`src/rtl/issue_scoreboard.sv`:
```
// ============================================================================
// issue_scoreboard : in-order multi-slot issue gate with a load-latency
//                    register scoreboard and optional perf counters
//                    (optional feature macro: ISSUE_PERF_CNT_EN)
// Revision: 1.0
// ============================================================================
`default_nettype none

module issue_scoreboard #(
    parameter int ISSUE_W  = 2,
    parameter int LOAD_LAT = 2,
    parameter int CNT_W    = 32
) (
    input  logic                           clk,
    input  logic                           rst,
    input  logic [$clog2(ISSUE_W+1)-1:0]   fifo_count,
    input  logic                           stall_in,
    input  logic                           flush,
    input  logic [5*ISSUE_W-1:0]           s_rs,
    input  logic [5*ISSUE_W-1:0]           s_rt,
    input  logic [5*ISSUE_W-1:0]           s_dst,
    input  logic [ISSUE_W-1:0]             s_reg_en,
    input  logic [ISSUE_W-1:0]             s_load,
    input  logic [ISSUE_W-1:0]             s_mem,
    input  logic [ISSUE_W-1:0]             s_branch,
    input  logic [ISSUE_W-1:0]             s_priv,
    input  logic [ISSUE_W-1:0]             s_hilo,
    input  logic [ISSUE_W-1:0]             s_tlb_err,
    output logic [ISSUE_W-1:0]             issue_mask,
    output logic [$clog2(ISSUE_W+1)-1:0]   issue_cnt,
    output logic [31:0]                    busy_regs,
    output logic [CNT_W-1:0]               perf_dual,
    output logic [CNT_W-1:0]               perf_raw
);

    localparam int              SB_W    = $clog2(LOAD_LAT+1);
    localparam int              IC_W    = $clog2(ISSUE_W+1);
    localparam logic [SB_W-1:0] C_LAT   = SB_W'(LOAD_LAT);

    logic [4:0]         w_rs  [ISSUE_W];
    logic [4:0]         w_rt  [ISSUE_W];
    logic [4:0]         w_dst [ISSUE_W];
    logic [ISSUE_W-1:0] w_issue;
    logic [IC_W-1:0]    w_cnt;
    logic               w_load_set;
    logic [SB_W-1:0]    sb_q [32];
    logic [SB_W-1:0]    sb_d [32];

    for (genvar gi = 0; gi < ISSUE_W; gi++) begin : g_slot
        assign w_rs[gi]  = s_rs [5*gi +: 5];
        assign w_rt[gi]  = s_rt [5*gi +: 5];
        assign w_dst[gi] = s_dst[5*gi +: 5];
    end

    for (genvar gr = 0; gr < 32; gr++) begin : g_busy
        assign busy_regs[gr] = |sb_q[gr];
    end

    // Each slot's grant folds in its predecessor's, so the mask is always a prefix.
    always_comb begin
        logic ok;
        w_issue = '0;
        ok = !rst && (fifo_count != '0) && !stall_in && !flush &&
             !busy_regs[w_rs[0]] && !busy_regs[w_rt[0]];
        w_issue[0] = ok;
        for (int i = 1; i < ISSUE_W; i++) begin
            ok = ok && (fifo_count > IC_W'(i)) &&
                 !s_mem[i] && !s_branch[i] && !s_priv[i] && !s_hilo[i] &&
                 !s_tlb_err[i] && !s_priv[0] &&
                 !busy_regs[w_rs[i]] && !busy_regs[w_rt[i]];
            for (int j = 0; j < i; j++) begin
                if (s_reg_en[j] && (w_dst[j] != 5'd0) &&
                    ((w_dst[j] == w_rs[i]) || (w_dst[j] == w_rt[i]) ||
                     (w_dst[j] == w_dst[i]))) begin
                    ok = 1'b0;
                end
            end
            w_issue[i] = ok;
        end
    end

    always_comb begin
        w_cnt = '0;
        for (int i = 0; i < ISSUE_W; i++) begin
            w_cnt = w_cnt + IC_W'(w_issue[i]);
        end
    end

    assign issue_mask = w_issue;
    assign issue_cnt  = w_cnt;
    assign w_load_set = w_issue[0] && s_load[0] && s_reg_en[0] && (w_dst[0] != 5'd0);

    // Flush beats a load set; a load set beats the countdown of the same register.
    always_comb begin
        for (int r = 0; r < 32; r++) begin
            sb_d[r] = sb_q[r];
            if (flush) begin
                sb_d[r] = '0;
            end else if (!stall_in) begin
                if (w_load_set && (w_dst[0] == 5'(r))) begin
                    sb_d[r] = C_LAT;
                end else if (sb_q[r] != '0) begin
                    sb_d[r] = sb_q[r] - 1'b1;
                end
            end
        end
    end

    always_ff @(posedge clk or posedge rst) begin
        if (rst) begin
            for (int r = 0; r < 32; r++) begin
                sb_q[r] <= '0;
            end
        end else begin
            for (int r = 0; r < 32; r++) begin
                sb_q[r] <= sb_d[r];
            end
        end
    end

`ifdef ISSUE_PERF_CNT_EN
    logic [CNT_W-1:0] perf_dual_q, perf_dual_d;
    logic [CNT_W-1:0] perf_raw_q,  perf_raw_d;
    logic             w_dual;
    logic             w_raw;

    assign w_dual = (w_cnt == IC_W'(ISSUE_W));
    assign w_raw  = (fifo_count != '0) && !stall_in && !flush &&
                    (busy_regs[w_rs[0]] || busy_regs[w_rt[0]]);

    always_comb begin
        perf_dual_d = perf_dual_q;
        perf_raw_d  = perf_raw_q;
        if (w_dual && (perf_dual_q != '1)) perf_dual_d = perf_dual_q + 1'b1;
        if (w_raw  && (perf_raw_q  != '1)) perf_raw_d  = perf_raw_q  + 1'b1;
    end

    always_ff @(posedge clk or posedge rst) begin
        if (rst) begin
            perf_dual_q <= '0;
            perf_raw_q  <= '0;
        end else begin
            perf_dual_q <= perf_dual_d;
            perf_raw_q  <= perf_raw_d;
        end
    end

    assign perf_dual = perf_dual_q;
    assign perf_raw  = perf_raw_q;
`else
    assign perf_dual = '0;
    assign perf_raw  = '0;
`endif

    // Attribute bits that have no meaning for the slot they belong to.
    logic w_unused;
    assign w_unused = ^{s_load[ISSUE_W-1:1], s_reg_en[ISSUE_W-1], s_mem[0],
                        s_branch[0], s_hilo[0], s_tlb_err[0]};

endmodule

`default_nettype wire

```
`config.mk`:
```
export PLATFORM = sky130hd
export DESIGN_NAME = issue_scoreboard
export DESIGN_NICKNAME = d
export VERILOG_FILES = /design/src/rtl/issue_scoreboard.sv
export SDC_FILE = /design/constraint.sdc
export NUM_CORES = 1
export LEC_CHECK = 0
export CORE_MARGIN = 4
export CORE_UTILIZATION = 55
export CTS_BUF_LIST = sky130_fd_sc_hd__clkbuf_4 sky130_fd_sc_hd__clkbuf_8 sky130_fd_sc_hd__clkbuf_16
export CTS_CLUSTER_DIAMETER = 50
export DETAILED_ROUTE_END_ITERATION = 8
export PLACE_DENSITY = 0.92
export REMOVE_ABC_BUFFERS = 1
export SYNTH_ARGS = -nofsm -noshare
export SYNTH_HDL_FRONTEND = slang
export SYNTH_SLANG_ARGS = --single-unit
```
`constraint.sdc`:
```
create_clock -name clk -period 6.45 [get_ports clk]
set_input_delay 1.29 -clock clk [delete_from_list [all_inputs] [get_ports clk]]
set_output_delay 1.29 -clock clk [all_outputs]
set_load 0.01 [all_outputs]
```
==> impl_metrics.ini, run 1 <==
[route]
drtIter0Drc = 586
dr.pass1.iters = 6
viasPerCell = 6.19
wire_per_inst_um = 18.5
totalWireLength_mm = 16.5
antenna_left = 0
num_vias = 5544
drc = 0

[hold_path]
hp-class = register to register

[floorplan]
initial_core_util_pct = 57.4
core_mm2 = 0.0105
die_y_um = 113
rows = 37
io_pins = 150
die_w_um = 113
die_area_mm2 = 0.0127

[job]
max-cap-violations = 0

[global_route]
grt_pass1_vias = 5305
grt_overflow = 0
antenna_found_initial = 0
grt_pass1_wl_mm = 26.0
grt_max_degree = 119
grt.total_usage_pct = 25.5

[placement]
place_ws_ps = 406
io_buffers = 79
hpwlAfterDp_mm = 11.7
gp_congestion = 0.955

[timing]
rsz0062_at_grt = false
drv_slew = 0
worst_slack_ps = 378
worst_pin_slew_ps = 1330
slew_headroom_pct = 11.4
setup-tns-final_ps = 0
hold_viol_final = 0
finClkSkew_ps = 16.8
min_period_over_period_pct = 94.1
fmax_mhz = 165
fin_crit_ps = 6070
finalSetupViolations = 0

[layout]
diodes = 0
fillerInstances = 860
largestRegisters = sb_q: 64 flops
drive_above_1_share_pct = 7.50
ff_latch_area_mm2 = 0.00160
num-nets-final = 839
largest_register_ff_count = 64
mostFrequentLayoutCell = inv_1
multi_input_area_mm2 = 0.00360
final_cell_mix = inv_1, clkdlybuf4s50_1, conb_1, dfrtp_1, nand2_1
area_growth_pct = 12.1
largest-register = sb_q

[yosys]
ys_warn_count = 0
synth_cells = 713
syn_area_per_cell_um2 = 8.45
ys_types = 43
ys_seq_area_share_pct = 26.6
synth_edf_count = 0
netlist_area_mm2 = 0.00603
ys_async_sr_fraction_pct = 100
synth_ff_type = dfrtp_1
ys_ff_latch = 64

[clock_tree]
clock_path_buffers = 2
post_cts_buffers = 0
cts-root-buf = clkbuf_8
clkSlewWorstSetupHoldPaths_ps = 80
cts.sinks = 64
cts_buffers = 9
cts_max_level = 3
cts_tree = done
cts-hold-fix-buffers = 0
clk_latency_ps = 370
ctsResizeCount = 0

[power_and_ir_drop]
pwr-share-clk_pct = 24.5
power_frac_seq_pct = 31.8
power_density_mw_per_mm2 = 215
internal-power_mw = 0.920
vdd_drop_max_mv = 0.129
switching_share_pct = 36.7
leakage_nw = 2.83
p_comb_share_pct = 43.7
p_sw_mw = 0.534

[setup_path]
required_ps = 5160
r2r_setup_slack_ps = 3210
reg2reg_to = sb_q[57]$_DFFE_PP0P_
end_kind = output port
setup.worst_path.class = input pin to output port
r2r-start = sb_q[33]$_DFFE_PP0P_
arrival_ps = 4780
critPathLaunch = s_rs[0]
critPathCapture = issue_cnt[0]
path_max_fanout = 7
startpoint_type = input pin
rr_worst_depth = 10

[run_status]
status = finished, final reports clean
-- layout make-up --
cell class | instances | share of cell area [%]
Clock buffer | 11 | 2.15
Clock inverter | 4 | 0.666
Timing Repair Buffer | 85 | 12.3
Multi-Input combinational cell | 498 | 53.2
Inverter | 98 | 5.44
Tap cell | 136 | 2.52
Sequential cell | 64 | 23.7
-- synthesized netlist by cell type (22+ instances only) --
cell type,number,area [um2]
ha_1,33,413
a221oi_1,28,245
buf_4,65,488
nand4_1,28,175
mux4_2,31,698
nand2_1,46,173
o21ai_0,36,180
a21oi_1,27,135
xnor2_1,22,193
nor2_1,37,139
inv_1,98,368
dfrtp_1,64,1600
clkbuf_1,38,143
-- cells by family (layout without fill, tap and decap cells) --
group           after synthesis  after routing  synth area share (%)
compound gates              142            142                  15.3
xor+xnor                     30             30                  4.36
mux                          42             42                  13.4
simple gates                187            187                  15.7
fa+ha+maj                    33             33                  6.85
buf+inv                     214            198                  17.8
other cells                   1             64                0.0622
flops                        64             64                  26.6
-- worst min path at each step --
stage	startpoint	to	slack, ps	depth (start not counted)
after floorplan	sb_q[30]$_DFFE_PP0P_	sb_q[30]$_DFFE_PP0P_	510	2
after global placement	sb_q[30]$_DFFE_PP0P_	sb_q[30]$_DFFE_PP0P_	530	2
after detailed placement	sb_q[62]$_DFFE_PP0P_	sb_q[62]$_DFFE_PP0P_	540	2
after CTS	sb_q[22]$_DFFE_PP0P_	sb_q[22]$_DFFE_PP0P_	550	2
after global routing	sb_q[22]$_DFFE_PP0P_	sb_q[22]$_DFFE_PP0P_	580	2
final	sb_q[22]$_DFFE_PP0P_	sb_q[22]$_DFFE_PP0P_	550	2
-- worst max-delay path, cell delays in order --
cell and delay (ps):
clkdlybuf4s50_1 790, mux4_2 580, nand3b_1 130, a21boi_0 120, or4_1 650, and3_1 240
o2111ai_1 90, nor3_1 90, ha_1 290, clkdlybuf4s50_1 530
-- metal layers --
| metal | vias up | GRT usage [%] | part of all wire, % | wire [um] |
|---|---|---|---|---|
| li1 | 2490 | - | - | - |
| met2 | 427 | 39.3 | 46 | 7620 |
| met5 | - | 0 | 0 | 0 |
| met1 | 2550 | 32.2 | 36 | 6010 |
| met3 | 77 | 7.81 | 13 | 2160 |
| met4 | 0 | 13.9 | 4.6 | 760 |
-- per-stage QoR --
stage / util [%] / hold slack, ps / power, mW / std cells / area, um2
after global placement: 62.5 / 529 / 1.07 / 881 / 6570
after global routing: 64.3 / 581 / 1.53 / 896 / 6760
after CTS: 64.3 / 553 / 1.44 / 896 / 6760
after floorplan: - / 507 / 0.858 / 660 / 5560
after detailed placement: 62.5 / 540 / 1.09 / 881 / 6570
final: 64.3 / 551 / 1.45 / 896 / 6760
-- power by group through the flow --
stage               Combinational (mW)  Clock (mW)  Sequential (mW)
floorplan                        0.394           0            0.463
global placement                 0.603           0            0.467
detailed placement               0.623           0            0.469
CTS                              0.628       0.356            0.461
global route                     0.694       0.374            0.466
finish                           0.636       0.356            0.462
No activity file was read; power rests on OpenSTA's default activity.
==> run 2: changes to the inputs <==
--- a/config.mk
+++ b/config.mk
@@ -11,7 +11,7 @@
 export CTS_CLUSTER_DIAMETER = 50
 export DETAILED_ROUTE_END_ITERATION = 8
 export PLACE_DENSITY = 0.92
-export REMOVE_ABC_BUFFERS = 1
 export SYNTH_ARGS = -nofsm -noshare
 export SYNTH_HDL_FRONTEND = slang
 export SYNTH_SLANG_ARGS = --single-unit
+export TNS_END_PERCENT = 30
==> constraint.sdc (replaced) <==
create_clock -name clk -period 6.45 [get_ports clk]
set_input_delay 1.29 -clock clk [delete_from_list [all_inputs] [get_ports clk]]
set_output_delay 1.29 -clock clk [all_outputs]
set_load 0.1 [all_outputs]
==> run 2 against run 1 <==
Against the previous run:
- core utilization rose by 1.4 points
- sequential share of layout area fell by 0.50 points
- largest power group unchanged
- largest cell class unchanged
- critical endpoint unchanged
- sequential power barely moved
- clock power rose by 45%
- cell count did not move
==> impl_metrics.ini, run 2 (synthesis results as in run 1) <==
[floorplan]
die_y_um = 113
die_w_um = 113
initial_core_util_pct = 57.4
core_mm2 = 0.0105
rows = 37
die_area_mm2 = 0.0127
io_pins = 150

[global_route]
grt.total_usage_pct = 26.5
grt_overflow = 0
grt_pass1_vias = 5452
grt_max_degree = 119
grt_pass1_wl_mm = 27.2
antenna_found_initial = 0

[timing]
finalSetupViolations = 0
fin_crit_ps = 6020
hold_viol_final = 0
worst_pin_slew_ps = 1310
setup-tns-final_ps = 0
finClkSkew_ps = 11.3
rsz0062_at_grt = false
worst_slack_ps = 430
min_period_over_period_pct = 93.3
slew_headroom_pct = 12.3
fmax_mhz = 166
drv_slew = 0

[hold_path]
min_from = sb_q[6]$_DFFE_PP0P_
hp-class = register to register

[route]
viasPerCell = 6.25
wire_per_inst_um = 19.2
antenna_left = 0
totalWireLength_mm = 17.2
drc = 0
dr.pass1.iters = 5
drtIter0Drc = 864
num_vias = 5596

[setup_path]
setup.worst_path.class = input pin to output port
cpMaxStageDelayCell = clkdlybuf4s50_1
critPathLaunch = s_rs[1]
critical_path.top_delay_family = simple AND/OR/NAND/NOR gates
r2r_setup_slack_ps = 3100
r2r-start = sb_q[42]$_DFFE_PP0P_
end_kind = output port
slowest_delay_ps = 870
cp.buffers_inverters = 2
worstPathCellList = clkdlybuf4s50_1, mux4_2, mux2i_1, nor3b_1, or4_1, and3_1, o2111ai_1, nor3_4, ha_1, buf_12
path_max_fanout = 10
startpoint_type = input pin
arrival_ps = 4730
required_ps = 5160

[clock_tree]
clkSlewWorstSetupHoldPaths_ps = 80
clock_path_buffers = 2
cts_tree = done
cts_buffers = 9
clk_latency_ps = 360
cts_max_level = 3
ctsResizeCount = 0
post_cts_buffers = 0
cts.sinks = 64
cts-root-buf = clkbuf_8
cts-hold-fix-buffers = 0

[run_status]
status = finished, final reports clean

[layout]
area_growth_pct = 14.5
ff_latch_area_mm2 = 0.00160
design_area_mm2 = 0.00691
final_cells = 896
diodes = 0
drive_above_1_share_pct = 8.16
fillerInstances = 812
largestRegisters = sb_q: 64 flops
mostFrequentLayoutCell = inv_1
largest-register = sb_q
final_cell_mix = inv_1, clkdlybuf4s50_1, conb_1, dfrtp_1, nand2_1
multi_input_area_mm2 = 0.00361
largest_register_ff_count = 64
num-nets-final = 838

[placement]
hpwlAfterDp_mm = 12.1
io_buffers = 79
placed_area_mm2 = 0.00661
place_inst = 880
gp_congestion = 1.02
place_ws_ps = 546

[power_and_ir_drop]
power_mw = 2.03
leakage_nw = 2.88
power_density_mw_per_mm2 = 294
vdd_drop_max_mv = 0.223

[job]
max-cap-violations = 0
[run 2: worst register-to-register path: stages, from the launching register on]
cell and delay, ps:
dfrtp_1 370, inv_1 80, ha_1 350, mux2i_1 160, mux4_2 490, nor3_1 150, or4_1 290, and3_1 310
buf_4 430, nand4_1 240, a221oi_1 370
[run 2: layer usage]
layer  track usage, %  share of wire, %
met1             33.1                36
met2             41.5                48
met3             6.58                11
met4             15.7               5.4
met5                0                 0
[run 2: worst paths after layout]
path,to,cells after the start
min,sb_q[6]$_DFFE_PP0P_,2
min in group asynchronous,sb_q[9]$_DFFE_PP0P_,2
max,issue_cnt[0],10
max in group asynchronous,sb_q[36]$_DFFE_PP0P_,3
min reg2reg,sb_q[6]$_DFFE_PP0P_,2
max reg2reg,sb_q[55]$_DFFE_PP0P_,10
[run 2: metrics by stage]
| stage | utilization (%) | hold WS, ps |
|---|---|---|
| floorplan | - | 510 |
| global placement | 62.9 | 523 |
| detailed placement | 62.9 | 536 |
| CTS | 65.7 | 548 |
| global route | 65.7 | 568 |
| finish | 65.7 | 548 |
[run 2: cell type report]
| cell class | count | share of cell area (%) |
|---|---|---|
| multi-input combinational | 498 | 52.3 |
| sequential | 64 | 23.2 |
| timing repair buffer | 84 | 12.5 |
| inverter | 98 | 5.33 |
| tap | 136 | 2.46 |
| clock inverter | 7 | 2.43 |
| clock buffer | 9 | 1.79 |
[run 2: report_power, final]
| group | internal [mW] | leakage (nW) | switching, mW |
|---|---|---|---|
| Clock | 0.336 | 0.144 | 0.178 |
| Combinational | 0.290 | 1.86 | 0.763 |
| Sequential | 0.441 | 0.878 | 0.0204 |
